==> src/rtl/elevator_request_queue.sv <==
// Per-floor request register: synchronized button presses latch pending requests, arrivals clear them.
// Press visible 2 cycles after first sample, clear and ack 1 cycle; never stalls, back-to-back arrivals accepted.
module elevator_request_queue #(
  parameter int NUM_FLOORS = 7,
  parameter int FLOOR_W    = 3,
  parameter int CNT_W      = 3
) (
  input  logic                  clk,
  input  logic                  rst_n,
  input  logic [NUM_FLOORS-1:0] floor_btn,
  input  logic                  arrive_valid,
  input  logic [FLOOR_W-1:0]    arrive_floor,
  output logic                  arrive_ack,
  output logic                  arrive_err,
  output logic [NUM_FLOORS-1:0] queue_status,
  output logic                  queue_empty,
  output logic [CNT_W-1:0]      pending_count
);

  localparam logic [FLOOR_W:0] NUM_FLOORS_W = (FLOOR_W+1)'(NUM_FLOORS);

  logic [NUM_FLOORS-1:0] btn_s1;
  logic [NUM_FLOORS-1:0] btn_s2;
  logic [NUM_FLOORS-1:0] btn_d;
  logic [NUM_FLOORS-1:0] press;
  logic [NUM_FLOORS-1:0] clr;
  logic                  floor_oor;

  assign press     = btn_s2 & ~btn_d;
  assign floor_oor = ({1'b0, arrive_floor} >= NUM_FLOORS_W);

  // An out-of-range floor matches no bit, so nothing is cleared.
  always_comb begin
    clr = '0;
    for (int i = 0; i < NUM_FLOORS; i++) begin
      clr[i] = arrive_valid && (arrive_floor == FLOOR_W'(i));
    end
  end

  // Btn_d resets low so a button held through reset counts as one fresh press.
  always_ff @(posedge clk or negedge rst_n) begin
    if (!rst_n) begin
      btn_s1       <= '0;
      btn_s2       <= '0;
      btn_d        <= '0;
      queue_status <= '0;
      arrive_ack   <= 1'b0;
      arrive_err   <= 1'b0;
    end else begin
      btn_s1       <= floor_btn;
      btn_s2       <= btn_s1;
      btn_d        <= btn_s2;
      queue_status <= (queue_status | press) & ~clr;
      arrive_ack   <= arrive_valid;
      arrive_err   <= arrive_valid & floor_oor;
    end
  end

  assign queue_empty = ~|queue_status;

  always_comb begin
    pending_count = '0;
    for (int i = 0; i < NUM_FLOORS; i++) begin
      pending_count = pending_count + CNT_W'(queue_status[i]);
    end
  end

endmodule

==> config.mk <==
export PLATFORM = sky130hd
export DESIGN_NAME = elevator_request_queue
export DESIGN_NICKNAME = d
export VERILOG_FILES = /design/src/rtl/elevator_request_queue.sv
export SDC_FILE = /design/constraint.sdc
export NUM_CORES = 1
export LEC_CHECK = 0
export BUFFER_PORTS_ARGS = -buffer_cell sky130_fd_sc_hd__buf_2
export CAP_MARGIN = 20
export CORE_AREA = 2 2 65 67
export CTS_BUF_LIST = sky130_fd_sc_hd__clkbuf_16
export DETAILED_ROUTE_END_ITERATION = 8
export DIE_AREA = 0 0 67 69
export GPL_TIMING_DRIVEN = 0
export PLACE_DENSITY_LB_ADDON = 0.08
export RECOVER_POWER = 25
export REMOVE_ABC_BUFFERS = 1
export SYNTH_ARGS = -nofsm -noshare
export SYNTH_HDL_FRONTEND = slang
export SYNTH_SLANG_ARGS = --single-unit
==> constraint.sdc <==
create_clock -name clk -period 3 [get_ports clk]
set_input_delay 0.3 -clock clk [delete_from_list [all_inputs] [get_ports clk]]
set_output_delay 0.3 -clock clk [all_outputs]
set_load 0.01 [all_outputs]
### Yosys cells after proc, flatten, opt, wreduce, memory -nomap -nowiden

Index checks and enable logic that the tools add are counted.
Widths: inputs -> output; s select.

* add/subtract/negate cells: 6
* $lt $le $gt $ge: 1
* eq/ne operators: 6
* bitwise gates (word level): 6
* reduce and logical (&&, ||, !) cells: 10

Operator list (count)
* $and 7x7->7: 2
* $not 7->7: 2
* $add 3x1->3: 4
* $eq 3x3->1 const B: 3
* $logic_and 1x1->1: 7
* $or 7x7->7: 1
* $reduce_or 7->1: 1
* $eq 3x2->1 const B: 2
* $add 2x1->3: 1
* $eq 3x1->1 const B: 1
* $ge 3x3->1 const B: 1
* $logic_not 3->1: 1
* $add 1x1->2: 1
* $and 1x1->1: 1
* $logic_not 1->1: 1

* bits in registers: 30
* input bits: 13
* output and inout bits: 13
* logic and storage cells: 35

### Longest topological paths before layout

* depth in word-level cells: 6
* mapped depth: 6
* mapped depth without buffers: 6

### Least setup slack after synthesis

Ideal clock, no wire load.

* kind: flip-flop to output port
* start: register queue_status[0]
* end: output port pending_count[1]
* arrival: 2.383 ns
* required time: 2.700 ns
* setup slack: 0.317 ns
* cell stages (with the launch flop): 7
* path buffers: 0
* path through: dfrtp_1 -> inv_1 -> fa_1 -> fa_1 -> inv_1 -> fa_1 -> fa_1

* cells in the longest elaborated chain, start to end: 6

RTL lines
* start: declaration: line 15 `output logic [NUM_FLOORS-1:0] queue_status,`
* start signal: assignment: line 53 `queue_status <= (queue_status | press) & ~clr;`
* $add 1x1->2: line 64 `pending_count = pending_count + CNT_W'(queue_status[i]);`
* $add 2x1->3: line 64
* $add 3x1->3 (4 in series): line 64
* end: declaration: line 17 `output logic [CNT_W-1:0] pending_count`

No other way between the ends.

### Worst setup path in the final report

* start: register queue_status[3]
* end: output port pending_count[1]

* cells in the longest elaborated chain, start to end: 4

RTL lines (line)
* $add 3x1->3 (4 in series): 64

No other way between the ends.

==> results_dict.tcl <==
set metrics [dict create \
    status "finished clean" \
    dp_hpwl_mm 1.34 \
    fill_cells 415 \
    regArea_sq_um 751 \
    cp-end-kind "output port" \
    die_area_sq_um 4620 \
    yosys.area.top_type "dfrtp_1" \
    max_stage_delay_ps 510 \
    timing.final.crit_period_ps 2990 \
    synth_compound_area_share_pct 6.79 \
    path_max_fanout 2 \
    tightest_slew_ps 655 \
    worst_slack_ps 10.1 \
    holdWs_ps 57.6 \
    num_io_pins 26 \
    finalSetupViolCount 0 \
    wirelength_mm 1.85 \
    power_density_nw_per_um2 749 \
    antenna_found_initial 0 \
    synth_xor_area_share_pct 0 \
    grt_pass1_wl_mm 3.24 \
    ir_worst_vdd_uv 296 \
    multiInputGateArea_sq_um 246 \
    num_rows 23 \
    cp-start-kind "register" \
    grt_pass1_vias 723 \
    insertion_delay_ps 270 \
    syn_area_per_cell_sq_um 15.9 \
    cts-root-buf "clkbuf_16" \
    viasPerCell 4.07 \
    synth_cells 65 \
    clock_skew_ps 2.82 \
    crit_path_top_delay_cell "fa_1" \
    synth_seq_cells 30 \
    place_congestion 0.667 \
    synth_area_leaders "dfrtp_1 (73%), fa_1 (7.8%), o32a_1 (4.8%)" \
    post-route-drc-count 0 \
    cts.sink_count 30 \
    cp_top_family "adder cells" \
    grt_remaining_overflow 0 \
    cp.arrival_ps 2690 \
    clk_pin_slew_worst_paths_ps 50 \
    via_count 610 \
    maxSlewHeadroom_pct 56.3 \
    cap_violations 0 \
    crit_chain "inv_2 -> fa_1 -> fa_1 -> inv_1 -> fa_2 -> fa_1 -> buf_2" \
    initial_core_util_pct 26.4 \
    grt_usage_pct 10.1 \
    diodes 0 \
    ys_seq_area_share_pct 72.7 \
    crit_start "queue_status[3]" \
    cp.required_ps 2700 \
    synth_top_area_share_pct 72.7 \
    grt_max_degree 31 \
    num-nets-final 118 \
    cts_tree "built" \
    hold_viol 0 \
    numCtsBuffers 5 \
    critical-path-top-cell-by-count "fa_1" \
    cts_hold_buf 0 \
    final-max-slew-violation-count 0 \
    finalPower_mw 1.03 \
    layout-drive-gt1-share_pct 38.0 \
    synth_top_family_by_area "adder cells" \
    critPathKind "reg -> out" \
    drtIter0Drc 6 \
    chipWidth_um 67 \
    r2r_start "queue_status[0]" \
    wl_per_cell_um 12.4 \
    power_leakage_nw 0.646 \
    syn_to_final_growth_pct 33.3 \
    h-tree-depth 2 \
    core_sq_um 3910 \
    synth_warnings 0 \
    fmax_mhz 334 \
    ant_nets 0 \
    path_buf_inv 3 \
    synth.distinct_cells 13 \
    fp.dieH_um 69 \
    rsz0062_at_grt "true" \
    cts_buffer_depth 2 \
    pre_cts_ws_ps 143 \
    min_period_over_period_pct 99.7 \
    first_pass_iters 3 \
    io_buffers 25 \
    syn_area_sq_um 1030 \
    synth.mux.area_fraction_pct 0 \
    rrSetupSlack_ps 2210 \
    hold_class "in -> async" \
    synthAdderAreaFrac_pct 8.97 \
    synthSimpleGateAreaFrac_pct 7.88 \
]
==> worst register-to-register path, delay by kind of cell, from the launching register on <==
kind / cells / cell delay, ps
flip-flops: 1 / 390
buffers and inverters: 1 / 150
AO/OA/AOI/OAI: 1 / 140
==> report_power, final <==
| group | total [mW] | internal (mW) | switching, mW |
|---|---|---|---|
| registers | 0.447 | 0.431 | 0.0151 |
| logic | 0.136 | 0.0616 | 0.0747 |
| clock network | 0.448 | 0.294 | 0.154 |
| total | 1.03 | 0.787 | 0.244 |
==> per-stage QoR <==
step | utilization (%) | TNS, ps | area (sq um) | instances
after floorplan | - | 0 | 1030 | 65
after global placement | 31.2 | 0 | 1220 | 140
after detailed placement | 31.2 | 0 | 1220 | 140
after global routing | 35.2 | -118 | 1380 | 150
after CTS | 35.2 | 0 | 1380 | 150
final | 35.2 | 0 | 1380 | 150
==> logic make-up after synthesis <==
| kind of cell | Yosys count |
|---|---|
| DFF | 30 |
| and+or+nand+nor | 13 |
| buffers and inverters | 10 |
| AOI/OAI and AO/OA | 7 |
| adders and majority gates | 5 |
==> what timing repair did <==
action / 4_1_cts / 5_1_grt
endpoints found under the hold margin: 0 / 0
pin swaps: 1 / 0
setup buffers: 3 / 0
resized for setup: 4 / 0
setup endpoints to repair: 2 / 2
cloned: 0 / 0
==> Yosys cell counts, drive strengths merged <==
master and count:
o32a 6, or4b 1, inv 10, nand2 2, nor2 1, nand2b 2, ha 1, nor3 1
dfrtp 30, fa 4, nor2b 6, a2bb2oi 1
==> flip-flops by register name, summed over array words and instances, names as in the netlist <==
register,cells
queue_status,7
arrive_ack,1
btn_d,7
btn_s2,7
btn_s1,7
arrive_err,1
==> worst paths after layout <==
check | to | depth (start not counted)
worst min register to register | btn_s2[2] | 0
min in group clk | btn_s1[0] | 1
worst min-delay path | btn_s1[4] | 1
worst max-delay path | pending_count[1] | 7
max in group asynchronous | btn_s1[2] | 1
worst max register to register | queue_status[0] | 2
==> cells in the final DEF, fill, tap and decap left out, types with 3 or more instances in the layout <==
master     synthesis  layout
buf_2              0      24
clkbuf_16          0       5
fa_1               4       3
buf_4              0       3
dfrtp_1           30      30
inv_1             10       9
inv_2              0       3
o32a_1             5       5
nor2b_1            6       6
==> layer usage <==
| metal | track usage [%] | routed length (um) | up-vias |
|---|---|---|---|
| li1 | - | - | 283 |
| met1 | 10.5 | 759 | 302 |
| met2 | 15.8 | 917 | 20 |
| met3 | 4.89 | 126 | 5 |
| met4 | 6.12 | 50 | 0 |
| met5 | 0 | 0 | - |
==> final cells by class <==
class | count | share of cell area [%]
inverters | 10 | 2.73
flip-flops and latches | 30 | 54.5
repair buffers | 28 | 10.6
well taps | 50 | 4.55
clock buffers | 5 | 9.09
clock inverters | 2 | 0.545
multi-input cells | 25 | 17.9
Power figures use the tool's default switching activity.
